$ cat src/rtl/sevenseg_pkg.sv
// Shared constants for the memory-mapped seven-segment display block:
// register offsets, CTRL field positions and the active-low hex glyph table.
// Pure definitions, no logic.
package sevenseg_pkg;

  // Register offsets, decoded from iomem_addr[3:2]
  localparam logic [1:0] OFF_DATA   = 2'd0;
  localparam logic [1:0] OFF_CTRL   = 2'd1;
  localparam logic [1:0] OFF_STATUS = 2'd2;
  localparam logic [1:0] OFF_RSVD   = 2'd3;

  // CTRL field positions
  localparam int CTRL_EN_BIT    = 0;
  localparam int CTRL_DP_LSB    = 4;
  localparam int CTRL_BLANK_LSB = 8;

  // Active-low glyphs, segment a at bit 0 through g at bit 6.
  // Entry k is the glyph for hex value k (listed here from F down to 0).
  localparam logic [15:0][6:0] GLYPH_TABLE = {
    7'h0E, 7'h06, 7'h21, 7'h46,   // F E d C
    7'h03, 7'h08, 7'h10, 7'h00,   // b A 9 8
    7'h78, 7'h02, 7'h12, 7'h19,   // 7 6 5 4
    7'h30, 7'h24, 7'h79, 7'h40    // 3 2 1 0
  };

endpackage

$ cat src/rtl/sevenseg_decode.sv
// Hex nibble to active-low seven-segment glyph lookup.
// Purely combinational, zero latency.
// No handshake; output follows input.
module sevenseg_decode
  import sevenseg_pkg::*;
(
  input  logic [3:0] nibble,
  output logic [6:0] glyph
);

  assign glyph = GLYPH_TABLE[nibble];

endmodule

$ cat src/rtl/iomem_sevenseg.sv
// Memory-mapped 4-digit multiplexed seven-segment display driver.
// Bus: ready pulses one cycle after selection; display outputs lag the digit index by one cycle.
// A held request is served once per ready pulse; no other backpressure.
module iomem_sevenseg
  import sevenseg_pkg::*;
#(
  parameter logic [7:0] ADDR_HI  = 8'h04,
  parameter int         TICK_DIV = 12500
) (
  input  logic        CLKOUT,
  input  logic        resetn,
  input  logic        iomem_valid,
  output logic        iomem_ready,
  input  logic [3:0]  iomem_wstrb,
  input  logic [31:0] iomem_addr,
  input  logic [31:0] iomem_wdata,
  output logic [31:0] iomem_rdata,
  output logic [6:0]  seg,
  output logic        dp,
  output logic [3:0]  an
);

  localparam logic [15:0] TICK_LAST = 16'(TICK_DIV - 1);

  logic [15:0] data_q;
  logic        en_q;
  logic [3:0]  dp_q;
  logic [3:0]  blank_q;
  logic [15:0] tick_q;
  logic [1:0]  digit_q;

  logic        sel;
  logic        wr;
  logic [1:0]  off;
  logic [31:0] rd_val;
  logic [3:0]  nibble;
  logic [6:0]  glyph;
  logic        unused_bits;

  // Address bits outside the block select and register offset are don't-care.
  assign unused_bits = ^{iomem_addr[23:4], iomem_addr[1:0], iomem_wdata[31:16]};

  // Not re-selecting while ready is high gives one service per ready pulse.
  assign sel = iomem_valid && !iomem_ready && (iomem_addr[31:24] == ADDR_HI);
  assign wr  = sel && (iomem_wstrb != 4'b0000);
  assign off = iomem_addr[3:2];

  // Read mux over the current (pre-write) register contents.
  always_comb begin
    rd_val = '0;
    case (off)
      OFF_DATA:   rd_val[15:0] = data_q;
      OFF_CTRL: begin
        rd_val[CTRL_EN_BIT]           = en_q;
        rd_val[CTRL_DP_LSB +: 4]      = dp_q;
        rd_val[CTRL_BLANK_LSB +: 4]   = blank_q;
      end
      OFF_STATUS: rd_val[2:0] = {en_q, digit_q};
      OFF_RSVD:   rd_val = '0;
      default:    rd_val = '0;
    endcase
  end

  // Bus handshake: one-cycle ready pulse with read data captured alongside it.
  always_ff @(posedge CLKOUT) begin
    if (!resetn) begin
      iomem_ready <= 1'b0;
      iomem_rdata <= '0;
    end else begin
      iomem_ready <= sel;
      if (sel) iomem_rdata <= rd_val;
    end
  end

  // Register writes, applied per byte lane; STATUS and reserved ignore writes.
  always_ff @(posedge CLKOUT) begin
    if (!resetn) begin
      data_q  <= '0;
      en_q    <= 1'b0;
      dp_q    <= '0;
      blank_q <= '0;
    end else if (wr) begin
      case (off)
        OFF_DATA: begin
          if (iomem_wstrb[0]) data_q[7:0]  <= iomem_wdata[7:0];
          if (iomem_wstrb[1]) data_q[15:8] <= iomem_wdata[15:8];
        end
        OFF_CTRL: begin
          if (iomem_wstrb[0]) begin
            en_q <= iomem_wdata[CTRL_EN_BIT];
            dp_q <= iomem_wdata[CTRL_DP_LSB +: 4];
          end
          if (iomem_wstrb[1]) blank_q <= iomem_wdata[CTRL_BLANK_LSB +: 4];
        end
        default: ;
      endcase
    end
  end

  // Scan timing: held at zero while disabled, so enabling always starts at digit 0.
  always_ff @(posedge CLKOUT) begin
    if (!resetn || !en_q) begin
      tick_q  <= '0;
      digit_q <= '0;
    end else if (tick_q == TICK_LAST) begin
      tick_q  <= '0;
      digit_q <= digit_q + 2'd1;
    end else begin
      tick_q <= tick_q + 16'd1;
    end
  end

  assign nibble = data_q[{digit_q, 2'b00} +: 4];

  sevenseg_decode u_decode (
    .nibble (nibble),
    .glyph  (glyph)
  );

  // Registered display drive for the current digit slot.
  always_ff @(posedge CLKOUT) begin
    if (!resetn || !en_q) begin
      an  <= 4'hF;
      seg <= 7'h7F;
      dp  <= 1'b1;
    end else begin
      an  <= blank_q[digit_q] ? 4'hF : ~(4'b0001 << digit_q);
      seg <= glyph;
      dp  <= ~dp_q[digit_q];
    end
  end

endmodule

$ cat config.mk
export PLATFORM = sky130hd
export DESIGN_NAME = iomem_sevenseg
export DESIGN_NICKNAME = d
export VERILOG_FILES = /design/src/rtl/sevenseg_pkg.sv /design/src/rtl/sevenseg_decode.sv /design/src/rtl/iomem_sevenseg.sv
export SDC_FILE = /design/constraint.sdc
export NUM_CORES = 1
export LEC_CHECK = 0
export CORE_MARGIN = 5
export CORE_UTILIZATION = 59
export CTS_CLUSTER_DIAMETER = 60
export DETAILED_ROUTE_END_ITERATION = 16
export DONT_BUFFER_PORTS = 1
export GPL_ROUTABILITY_DRIVEN = 0
export PLACE_DENSITY = 0.76
export SLEW_MARGIN = 20
export SYNTH_ARGS = -nofsm -noshare
export SYNTH_HDL_FRONTEND = slang
export SYNTH_SLANG_ARGS = --single-unit
$ cat constraint.sdc
create_clock -name CLKOUT -period 4.26 [get_ports CLKOUT]
set_input_delay 0.426 -clock CLKOUT [delete_from_list [all_inputs] [get_ports CLKOUT]]
set_output_delay 0.426 -clock CLKOUT [all_outputs]
set_load 0.02 [all_outputs]
**After elaboration in Yosys (flattened, before gate mapping)**

Memory sizes are Yosys's and may differ from the RTL's. A register that Yosys moved wholly into a read port is not among the register bits.
Index checks and enable logic that the tools add are counted.

- Bitwise gates (word level): 2
- $lt $le $gt $ge: 1
- Reduce and logical (&&, ||, !) cells: 15
- Muxes and demuxes: 9
- Shifts and indexed selects: 2
- Eq/ne operators: 5
- Add/sub/neg operators: 2

Operators by type and width:

| cell | number |
|---|---|
| $add A16 B1 Y16 const B | 1 |
| $eq A16 B14 Y1 const B | 1 |
| $pmux W8 S2 | 1 |
| $shiftx A16 B5 Y4 | 1 |
| $reduce_and A3 Y1 | 4 |
| $eq A8 B3 Y1 const B | 1 |
| $bmux W1 S2 | 2 |
| $eq A2 B2 Y1 const B | 2 |
| $mux W4 | 1 |
| $not A4 Y4 | 1 |
| $pmux W1 S4 | 1 |
| $pmux W2 S2 | 1 |
| $reduce_bool A4 Y1 | 1 |
| $reduce_or A2 Y1 | 2 |
| $shl A1 B2 Y4 const A | 1 |
| $logic_and A1 B1 Y1 | 3 |
| $logic_not A1 Y1 | 3 |
| $lt A2 B3 Y1 const B | 1 |
| $mux W1 | 3 |
| $add A2 B1 Y2 const B | 1 |
| $eq A2 B1 Y1 const B | 1 |
| $logic_not A2 Y1 | 1 |
| $logic_or A1 B1 Y1 | 1 |
| $not A1 Y1 | 1 |

- Memories kept: 1
- Input bits: 71
- Register bits after elaboration: 65
- Bits in read-only memories: 112

Memories:

| name | depth | width | read ports | clocked after memory_dff | wr ports | line | source |
|---|---|---|---|---|---|---|---|
| (name not given) | 16 | 7 | 1 | 1 | 0 | sevenseg_decode.sv:11 | `assign glyph = GLYPH_TABLE[nibble];` |

**Longest topological paths before layout**

Gate-level depths: netlist of run 1.

- Word-level depth: 5
- Depth in mapped cells: 7
- Depth with buffers taken out: 6

**Modules after synthesis**

Synthesis of run 1 repeated with hierarchy kept, for this count alone.

- Cells, all modules: 356
- Area, all modules: 3,533.4 µm²

By module, submodules not included:

| module | cells an instance | area each (µm²) | instances |
|---|---|---|---|
| iomem_sevenseg | 324 | 3,258.1 | 1 |
| sevenseg_decode | 32 | 275.3 | 1 |

**Worst setup path before layout of run 1**

Ideal clock, no wire load.

- Path type: reg2reg
- From: register digit_q[0]
- To: register seg[3]
- Path slack: 2.270 ns
- Data arrival time: 1.856 ns
- Period minus slack after synthesis: 1.990 ns
- Cell stages (with the launch flop): 7
- Cells stage by stage: dfxtp_1 > buf_2 > mux4_2 > ha_1 > nor2b_1 > a2111oi_0 > a31oi_1

- Cells in the longest elaborated chain, start to end: 1

Ends and longest elaborated chain:

| element | line | source |
|---|---|---|
| start, declared | iomem_sevenseg.sv:30 | `logic [1:0] digit_q;` |
| start signal, assigned | iomem_sevenseg.sv:107 | `digit_q <= digit_q + 2'd1;` |
| $shiftx A16 B5 Y4 | iomem_sevenseg.sv:113 | `assign nibble = data_q[{digit_q, 2'b00} +: 4];` |
| end, declared | iomem_sevenseg.sv:18 | `output logic [6:0] seg,` |

No other way between the ends.
A chain may end at the register's enable or synchronous reset.

**Worst setup path after layout of run 1**

Ends and elaborated chain as after synthesis.

==> impl_metrics.py, run 1 <==
metrics = {
    "clock_network": {
        "postCtsResizedCells": 0,
        "clock_path_buffers": 2,
        "numCtsBuffers": 9,
        "cts_hold_buf": 0,
        "cts_setup_buffers": 0,
        "cts-root-buf": "clkbuf_8",
        "cts_tree": "done",
        "cts_sinks": 72,
        "cts_htree_levels": 3,
        "path_clk_slew_ns": 0.08,
        "clk_latency_ns": 0.34,
    },
    "sta": {
        "setup-tns-final_ns": 0,
        "rsz0062_at_grt": "no",
        "slew_viol_final": 0,
        "whs_ns": 0.218,
        "max_freq_mhz": 437,
        "slew_headroom_pct": 62.8,
        "post-route-period-util_pct": 53.8,
        "min_period_ns": 2.29,
        "hold_viol": 0,
        "finalClockSkew_ns": 0.00834,
        "tightest_slew_ns": 0.557,
        "setup-violations-final": 0,
    },
    "routing": {
        "drt_iter0_markers": 165,
        "drtAntennaViolNets": 0,
        "detail_route.first_pass.iterations": 5,
        "drcViolationCount": 0,
        "via_per_inst": 5.50,
        "routed_wl_um": 6920,
        "num_vias": 2416,
        "wl_per_cell_um": 15.8,
    },
    "floorplanning": {
        "ios": 116,
        "num_rows": 28,
        "design.core.area_um2": 5820,
        "start_util_pct": 59.9,
        "die_y_um": 86.8,
        "dieWidth_um": 86.8,
        "dieArea_um2": 7540,
    },
    "yosys": {
        "synth_flop_cell": "dfxtp_1",
        "synth_simple_gate_area_share_pct": 22.1,
        "synthArstFlopShare_pct": 0,
        "synth_compound_area_share_pct": 7.26,
        "synth_edf_count": 0,
        "synth_cells": 369,
        "synthTopCellsByArea": "dfxtp_1, mux2i_1, nand2_1",
        "synthMuxAreaShare_pct": 14.8,
        "syn_area_per_cell_um2": 9.43,
        "ys_seq_area_share_pct": 41.4,
        "synth_xor_area_share_pct": 3.27,
        "ys_warn_count": 0,
        "yosysTopAreaCell": "dfxtp_1",
        "synthesis.area_um2": 3480,
        "synth_top_area_share_pct": 41.4,
        "synth_seq_cells": 72,
        "synth_fa_ha_area_share_pct": 3.95,
        "synth_top_family_by_area": "simple AND/OR/NAND/NOR gates",
        "synth_cell_type_count": 44,
    },
    "placed_design": {
        "portBuffers": 0,
        "dpl.hpwl_um": 4870,
    },
    "grt": {
        "track_usage_pct": 19.7,
        "grt_pass1_vias": 2323,
        "antenna_found_initial": 0,
        "grt_max_degree": 61,
        "grt_first_pass_wirelength_um": 11500,
        "grt_overflow": 0,
    },
    "power": {
        "share_comb_of_total_power_pct": 2.1,
        "switching_share_pct": 20.5,
        "p_int_mw": 1.02,
        "p_switching_mw": 0.263,
        "p_per_area_nw_per_um2": 356,
        "pwr-share-clk_pct": 45.7,
        "irDropWorstVdd_uv": 265,
        "p_leak_nw": 1.31,
        "power.share.sequential_pct": 52.2,
    },
    "worst_setup_path": {
        "cp_max_fo": 10,
        "cp.arrival_ns": 2.52,
        "endpoint_kind": "register",
        "crit_required_ns": 4.48,
        "r2r-end": "seg[3]",
        "reg2reg_from": "digit_q[0]",
        "ff2ff_setup_slack_ns": 1.97,
        "rr_worst_depth": 5,
        "startpoint_type": "register",
        "worstSetupPathType": "reg2reg",
    },
    "hold_path": {
        "hold_path.class": "in2reg",
        "holdPathStages": 2,
        "min-delay-start": "iomem_wdata[12]",
        "worstHoldEndpoint": "data_q[12]",
    },
    "finish": {
        "drive_gt1_share_pct": 6.87,
        "area_growth_pct": 4.06,
        "n_antenna_cell": 0,
        "finalNetCount": 441,
    },
    "run": {
        "maxCapViolations": 0,
    },
    "outcome": {
        "status": "finished, final reports clean",
    },
}
## cells in the mapped netlist, types with 2 or more instances
library cell and count:
o31ai_1 2, xnor2_1 9, o21ai_1 2, a21boi_1 5, buf_6 2, inv_1 5
and2_1 2, mux2i_1 38, nor4_1 4, nand4_1 5, and3b_1 3, and3_1 6
buf_2 6, nor2b_1 11, nand3_1 14, nor2_1 22, mux4_2 6, o21ai_0 2
nand2_1 59, nor3_1 3, ha_1 11, or4_1 2, a21oi_1 6, o211ai_1 3
or3_1 10, nand2b_1 2, buf_4 19, a21boi_0 10, dfxtp_1 72, a31oi_1 3
xor2_1 4, clkbuf_1 9
## per-stage QoR
stage	utilization (%)	total power [mW]	cell area, um^2	setup slack (ns)	std cells
4_1_cts	62.3	1.30	3620	1.95	439
2_1_floorplan	-	0.734	3540	2.27	384
3_3_place_gp	58.5	0.715	3400	2.00	423
5_1_grt	62.3	1.33	3620	1.86	439
3_5_place_dp	58.5	0.715	3400	1.96	423
6_report	62.3	1.29	3620	1.97	439
## placed cells by master, fill, tap and decap left out, types with 4 or more instances in the layout
cell	netlist	routed
dfxtp_1	72	72
nand2_1	59	59
mux2i_1	38	38
nor2_1	22	22
conb_1	1	16
nand3_1	14	14
nor2b_1	11	11
ha_1	11	11
or3_1	10	10
a21boi_0	10	10
clkbuf_8	0	10
xnor2_1	9	9
mux4_2	6	6
and3_1	6	6
a21oi_1	6	6
inv_1	5	5
a21boi_1	5	5
nand4_1	5	5
nor4_1	4	4
xor2_1	4	4
## power by group through the flow
stage          clock [mW]  sequential (mW)  combinational (mW)
3_3_place_gp            0            0.688              0.0265
3_5_place_dp            0            0.688              0.0266
2_1_floorplan           0            0.688              0.0460
6_report            0.589            0.673              0.0270
5_1_grt             0.631            0.672              0.0293
4_1_cts             0.599            0.673              0.0266
## area by class of cell
class | count | area (um^2)
clock buffer | 10 | 138
sequential | 72 | 1440
inverter | 5 | 18.8
multi-input combinational | 271 | 1850
tap | 75 | 93.8
clock inverter | 6 | 82.6
fill | 509 | 2190
## routing by layer
metal | global-route usage [%] | up-vias | part of all wire, % | routed length, um
met1 | 25.3 | 1117 | 44 | 3080
met3 | 6.37 | 9 | 7.0 | 486
met2 | 30.9 | 70 | 47 | 3280
li1 | - | 1220 | - | -
met5 | 0 | - | 0 | 0
met4 | 7.22 | 0 | 1.2 | 81
## how the worst max path moves through the flow
| stage | from | end | slack (ns) | cells after the start |
|---|---|---|---|---|
| floorplan | digit_q[0] | seg[3] | 2.27 | 6 |
| global placement | digit_q[0] | seg[3] | 2.00 | 5 |
| detailed placement | digit_q[0] | seg[3] | 1.96 | 5 |
| CTS | digit_q[0] | seg[3] | 1.95 | 5 |
| global route | digit_q[0] | seg[3] | 1.86 | 5 |
| finish | digit_q[0] | seg[3] | 1.97 | 5 |
## critical path: stages (launching register included)
cell       delay, ns
dfxtp_1         0.67
mux4_2          0.65
ha_1            0.27
nor2b_1         0.15
a2111oi_0       0.35
a31oi_1         0.07
## kinds of logic (layout without fill, tap and decap cells)
group	Yosys count	count (layout)
AOI/OAI and AO/OA	37	37
xor gates and xnor gates	13	13
adders and majority gates	11	11
buffers and inverters	41	21
DFF	72	72
muxes	44	44
other	1	16
and+or+nand+nor	150	150
## sequential cells by signal, indices dropped and copies added (netlist names)
| name | flops |
|---|---|
| an | 4 |
| data_q | 16 |
| iomem_rdata | 16 |
| iomem_ready | 1 |
| dp_q | 4 |
| blank_q | 4 |
| tick_q | 16 |
| seg | 7 |
| en_q | 1 |
| digit_q | 2 |
| dp | 1 |
No activity file was read; power rests on OpenSTA's default activity.
==> inputs of run 2 (changes only) <==
--- a/config.mk
+++ b/config.mk
@@ -5,8 +5,9 @@
 export SDC_FILE = /design/constraint.sdc
 export NUM_CORES = 1
 export LEC_CHECK = 0
+export ABC_AREA = 1
 export CORE_MARGIN = 5
-export CORE_UTILIZATION = 59
+export CORE_UTILIZATION = 57
 export CTS_CLUSTER_DIAMETER = 60
 export DETAILED_ROUTE_END_ITERATION = 16
 export DONT_BUFFER_PORTS = 1
==> constraint.sdc (replaced) <==
create_clock -name CLKOUT -period 2.1 [get_ports CLKOUT]
set_input_delay 0.21 -clock CLKOUT [delete_from_list [all_inputs] [get_ports CLKOUT]]
set_output_delay 0.21 -clock CLKOUT [all_outputs]
set_load 0.02 [all_outputs]
==> run 2 against run 1 <==
Effect of this change: via count up 36%; global-route usage up 0.90 points; register-to-register slack worse by 1.8 ns; core utilization up 1.7 points; clock skew decreased by 0.0017 ns; final area up 12%; fmax grew 21%; critical path depth is 3 higher; sequential power grew 100%; synthesized area is 5.2% higher; final cell count up 44%.
==> impl_metrics.py, run 2 <==
metrics = {
    "worst_setup_path": {
        "worstSetupPathType": "reg2reg",
        "cp.arrival_ns": 2.19,
        "startpoint_type": "register",
        "cp_max_fo": 11,
        "endpoint_kind": "register",
        "crit_required_ns": 2.40,
        "rr_worst_depth": 8,
    },
    "power": {
        "irDropWorstVdd_uv": 489,
        "total_power_mw": 2.51,
        "p_leak_nw": 1.77,
        "p_per_area_nw_per_um2": 622,
    },
    "grt": {
        "grt_first_pass_wirelength_um": 13800,
        "antenna_found_initial": 0,
        "grt_pass1_vias": 2902,
        "grt_overflow": 0,
        "track_usage_pct": 20.6,
        "grt_max_degree": 33,
    },
    "routing": {
        "drtAntennaViolNets": 0,
        "drcViolationCount": 0,
        "wl_per_cell_um": 13.0,
        "via_per_inst": 5.19,
        "num_vias": 3290,
        "routed_wl_um": 8260,
        "detail_route.first_pass.iterations": 4,
        "drt_iter0_markers": 172,
    },
    "clock_network": {
        "cts_htree_levels": 3,
        "numCtsBuffers": 9,
        "path_clk_slew_ns": 0.07,
        "cts-root-buf": "clkbuf_8",
        "cts_sinks": 72,
        "clk_latency_ns": 0.35,
        "postCtsResizedCells": 0,
        "cts_tree": "done",
        "clock_path_buffers": 2,
    },
    "floorplanning": {
        "dieWidth_um": 90.2,
        "start_util_pct": 58.0,
        "ios": 116,
        "num_rows": 29,
        "dieArea_um2": 8130,
        "die_y_um": 90.2,
        "design.core.area_um2": 6310,
    },
    "yosys": {
        "syn_area_per_cell_um2": 6.95,
        "synth_flop_cell": "dfxtp_1",
        "yosysTopAreaCell": "dfxtp_1",
        "synthTopCellsByCount": "nand2_1, nor2_1, dfxtp_1, inv_1, nand3_1",
        "yosysMostFrequentCell": "nand2_1",
        "synthesis.area_um2": 3660,
        "synth_top_area_share_pct": 39.3,
        "synth_seq_cells": 72,
        "synth_cells": 527,
        "ys_warn_count": 0,
        "ys_seq_area_share_pct": 39.3,
        "synthArstFlopShare_pct": 0,
        "synth_edf_count": 0,
        "synthTopCellsByArea": "dfxtp_1, nand2_1, nor2_1",
        "synth_cell_type_count": 32,
    },
    "sta": {
        "slew_viol_final": 0,
        "setup-tns-final_ns": 0,
        "tightest_slew_ns": 0.574,
        "finalClockSkew_ns": 0.00662,
        "post-route-period-util_pct": 90.0,
        "slew_headroom_pct": 61.7,
        "rsz0062_at_grt": "no",
        "min_period_ns": 1.89,
        "setup-violations-final": 0,
        "hold_viol": 0,
        "max_freq_mhz": 529,
    },
    "finish": {
        "area_growth_pct": 10.3,
        "final_common_cell": "nand2_1",
        "finalNetCount": 634,
        "multi_input_area_um2": 1830,
        "ff_latch_area_um2": 1440,
        "fillerInstances": 582,
        "drive_gt1_share_pct": 8.26,
        "layout_common_cells": "nand2_1, nor2_1, dfxtp_1",
        "n_antenna_cell": 0,
        "top_regs": "data_q: 16 flops, iomem_rdata: 16 flops, tick_q: 16 flops",
    },
    "outcome": {
        "status": "finished, final reports clean",
    },
    "run": {
        "maxCapViolations": 0,
    },
    "hold_path": {
        "hold_path.class": "in2reg",
        "holdPathStages": 2,
    },
    "placed_design": {
        "portBuffers": 0,
        "dpl.hpwl_um": 5880,
    },
}
-- run 2: cell types whose count changed in the layout (fill, tap and decap cells not counted), sizes merged, moves of 10 or more --
cell         before  now
dlygate4sd3       0   18
or3              10    0
nand3            15   45
nand2            59  130
o21ai             4   25
a21boi           15    0
buf               0   12
mux2i            38    0
inv               5   59
nor2             22  101
nor2b            11    0
-- run 2: cells by family after synthesis --
family                     count (synthesis)  share of synthesized area (%)
AOI/OAI and AO/OA                         50                           7.24
and+or+nand+nor                          297                           36.1
other                                      1                          0.102
adders and majority gates                 11                           3.76
buffers and inverters                     91                           12.3
xor gates and xnor gates                   5                           1.20
DFF                                       72                           39.3
-- run 2: worst paths after layout --
check              startpoint             end  slack (ns)
setup / recovery  iomem_ready       data_q[4]        0.21
hold / removal         resetn  iomem_rdata[8]       0.006
setup reg to reg  iomem_ready       data_q[4]        0.21
hold reg to reg    tick_q[14]      tick_q[14]        0.46
-- run 2: per-stage QoR --
stage / hold WS, ns / cells / util, % / setup slack (ns) / instance area (um^2)
after floorplan: 0.345 / 542 / - / 0.492 / 3720
after global placement: 0.337 / 594 / 57.6 / 0.524 / 3640
after detailed placement: 0.340 / 594 / 57.6 / 0.499 / 3640
after CTS: 0.000538 / 629 / 63.5 / 0.142 / 4010
after global routing: 0.00429 / 634 / 64.0 / 0.0577 / 4040
final: 0.00560 / 634 / 64.0 / 0.210 / 4040
-- run 2: routing by layer --
layer / GRT usage [%] / up-vias / share of wire, % / routed length, um
li1: - / 1683 / - / -
met1: 25.3 / 1482 / 41 / 3400
met3: 6.01 / 14 / 8.0 / 663
met4: 7.69 / 0 / 1.7 / 144
met5: 0 / - / 0 / 0
met2: 34.1 / 111 / 49 / 4050
-- run 2: power by group --
group | leakage [nW] | switching (mW) | internal, mW
clock | 0.0941 | 0.506 | 0.544
sequential | 0.580 | 0.00111 | 1.36
combinational | 1.09 | 0.0652 | 0.0307
total | 1.77 | 0.573 | 1.94
-- run 2: critical path, cell delays in order, from the launching register on --
cell and delay [ns]:
dfxtp_1 0.38, inv_1 0.07, nand2_1 0.11, nor2_8 0.22
nand4_4 0.21, nand2_1 0.11, nand2_1 0.05, nor2_1 0.12
dlygate4sd3_1 0.55
-- run 2: layout make-up --
class                           count  area share (%)
Timing Repair Buffer               30            6.63
Clock buffer                       12            3.34
Tap cell                           77            2.38
Clock inverter                      4            1.11
Multi-Input combinational cell    379            45.3
Sequential cell                    72            35.7
Inverter                           60            5.57
-- run 2: timing repair --
| action | in CTS | in global routing |
|---|---|---|
| setup endpoints to repair | 0 | 1 |
| setup buffers | 0 | 5 |
| hold buffers | 19 | 0 |
| hold endpoints to repair | 32 | 0 |
==> inputs of run 3 (changes only) <==
--- a/config.mk
+++ b/config.mk
@@ -6,8 +6,9 @@
 export NUM_CORES = 1
 export LEC_CHECK = 0
 export ABC_AREA = 1
+export ABC_CLOCK_PERIOD_IN_PS = 2300
 export CORE_MARGIN = 5
-export CORE_UTILIZATION = 57
+export CORE_UTILIZATION = 59
 export CTS_CLUSTER_DIAMETER = 60
 export DETAILED_ROUTE_END_ITERATION = 16
 export DONT_BUFFER_PORTS = 1
==> constraint.sdc (replaced) <==
create_clock -name CLKOUT -period 2.3 [get_ports CLKOUT]
set_input_delay 0.23 -clock CLKOUT [delete_from_list [all_inputs] [get_ports CLKOUT]]
set_output_delay 0.23 -clock CLKOUT [all_outputs]
set_load 0.02 [all_outputs]
==> run 3 against run 2 <==
Effect of this change: die area fell by 3.0%; combinational power fell by 36%; clock power fell by 9.5%; largest cell class unchanged; highest routed layer unchanged.
==> impl_metrics.py, run 3 (synthesis gave the netlist of run 2 again) <==
metrics = {
    "grt": {
        "grt_overflow": 0,
        "grt_pass1_vias": 2893,
        "grt_first_pass_wirelength_um": 13300,
        "grt_max_degree": 25,
        "antenna_found_initial": 0,
        "track_usage_pct": 21.9,
    },
    "clock_network": {
        "cts_sinks": 72,
        "clock_path_buffers": 2,
        "cts-root-buf": "clkbuf_8",
        "cts_setup_buffers": 0,
        "cts_tree": "done",
        "clk_latency_ns": 0.35,
        "numCtsBuffers": 9,
        "path_clk_slew_ns": 0.08,
        "postCtsResizedCells": 0,
        "cts_htree_levels": 3,
    },
    "power": {
        "total_power_mw": 2.26,
        "p_per_area_nw_per_um2": 595,
        "irDropWorstVdd_uv": 359,
        "p_leak_nw": 1.65,
    },
    "placed_design": {
        "portBuffers": 0,
        "dp.cells": 587,
        "place_ws_ns": 0.500,
        "dpl.hpwl_um": 5810,
        "placed_area_um2": 3600,
    },
    "routing": {
        "wl_per_cell_um": 13.2,
        "detail_route.first_pass.iterations": 5,
        "routed_wl_um": 8010,
        "via_per_inst": 5.23,
        "drt_iter0_markers": 161,
        "drcViolationCount": 0,
        "drtAntennaViolNets": 0,
        "num_vias": 3163,
    },
    "finish": {
        "top_regs": "data_q: 16 flops, iomem_rdata: 16 flops, tick_q: 16 flops",
        "fillerInstances": 529,
        "n_antenna_cell": 0,
        "finalNetCount": 607,
        "drive_gt1_share_pct": 6.60,
        "layoutNonFillerInstCount": 605,
        "area_growth_pct": 3.65,
        "post-route-util_pct": 63.4,
        "layout_common_cells": "nand2_1, nor2_1, dfxtp_1",
        "final_common_cell": "nand2_1",
        "final_area_um2": 3800,
    },
    "worst_setup_path": {
        "ff2ff_setup_slack_ns": 0.46,
        "worstSetupPathType": "reg2reg",
        "crit_required_ns": 2.58,
        "slowest_delay_ns": 0.60,
        "startpoint_type": "register",
        "critPathSlowestCell": "dfxtp_1",
        "cp.arrival_ns": 2.13,
        "reg2reg_from": "digit_q[1]",
        "rr_worst_depth": 7,
        "endpoint_kind": "register",
        "path_cells": "inv_2 > nand3_1 > nand2_1 > ha_1 > o21ai_0 > nand2_1 > nand3_1",
        "r2r-end": "seg[3]",
        "cp_max_fo": 10,
    },
    "outcome": {
        "status": "finished, final reports clean",
    },
    "floorplanning": {
        "dieArea_um2": 7890,
        "dieWidth_um": 88.8,
        "die_y_um": 88.8,
        "num_rows": 28,
        "ios": 116,
        "design.core.area_um2": 5990,
        "start_util_pct": 61.2,
    },
    "sta": {
        "finalClockSkew_ns": 0.00936,
        "tightest_slew_ns": 0.695,
        "post-route-period-util_pct": 80.1,
        "setup-tns-final_ns": 0,
        "min_period_ns": 1.84,
        "setup_slack_ns": 0.458,
        "max_freq_mhz": 543,
        "hold_viol": 0,
        "rsz0062_at_grt": "no",
        "whs_ns": 0.0106,
        "setup-violations-final": 0,
        "slew_headroom_pct": 53.5,
        "slew_viol_final": 0,
    },
    "hold_path": {
        "holdPathStages": 2,
        "worstHoldEndpoint": "data_q[0]",
        "hold_path.class": "in2reg",
        "min-delay-start": "resetn",
    },
    "run": {
        "maxCapViolations": 0,
    },
}
==> run 3: cell count changes in the layout (fill, tap and decap cells not counted) <==
| cell | delta |
|---|---|
| dlygate4sd3_1 | -16 |
| buf_4 | -10 |
| buf_2 | -1 |
==> run 3: cell type report <==
| type | instances | area, um^2 | share of cell area (%) |
|---|---|---|---|
| multi-input combinational | 379 | 1830 | 48.2 |
| sequential | 72 | 1440 | 38.0 |
| inverter | 60 | 225 | 5.93 |
| clock buffer | 12 | 135 | 3.56 |
| tap | 75 | 93.8 | 2.47 |
| clock inverter | 4 | 45.0 | 1.19 |
| timing repair buffer | 3 | 27.5 | 0.725 |
==> run 3: worst max-delay path by stage <==
stage	from	end	slack [ns]
after floorplan	digit_q[0]	seg[0]	0.69
after global placement	digit_q[1]	seg[0]	0.53
after detailed placement	digit_q[1]	seg[0]	0.50
after CTS	digit_q[1]	seg[0]	0.49
after global routing	digit_q[1]	seg[0]	0.29
final	digit_q[1]	seg[3]	0.46
==> run 3: critical path: cells and delay by family, from the launching register on <==
family                   cells  cell delay (ns)
AO/OA/AOI/OAI                1             0.21
adder cells (fa/ha/maj)      1             0.35
buffers and inverters        1             0.19
flip-flops                   1             0.60
AND/OR/NAND/NOR              4             0.43
==> run 3: power by group <==
| part | switching [mW] | leakage (nW) | internal (mW) |
|---|---|---|---|
| registers | 0.00102 | 0.580 | 1.25 |
| logic | 0.0506 | 0.976 | 0.0106 |
| clock network | 0.453 | 0.0941 | 0.497 |
| total | 0.504 | 1.65 | 1.75 |
==> run 3: layer usage <==
layer,global-route usage (%),up-vias,part of all wire [%]
li1,-,1625,-
met1,26.7,1393,41
met2,35.4,125,47
met3,7.26,20,8.8
met4,8.93,0,2.3
met5,0,-,0
==> run 3: repair_timing <==
action                                  4_1_cts  5_1_grt
hold buffers                                  2        0
endpoints found under the setup margin        0        0
hold endpoints to repair                     18        0
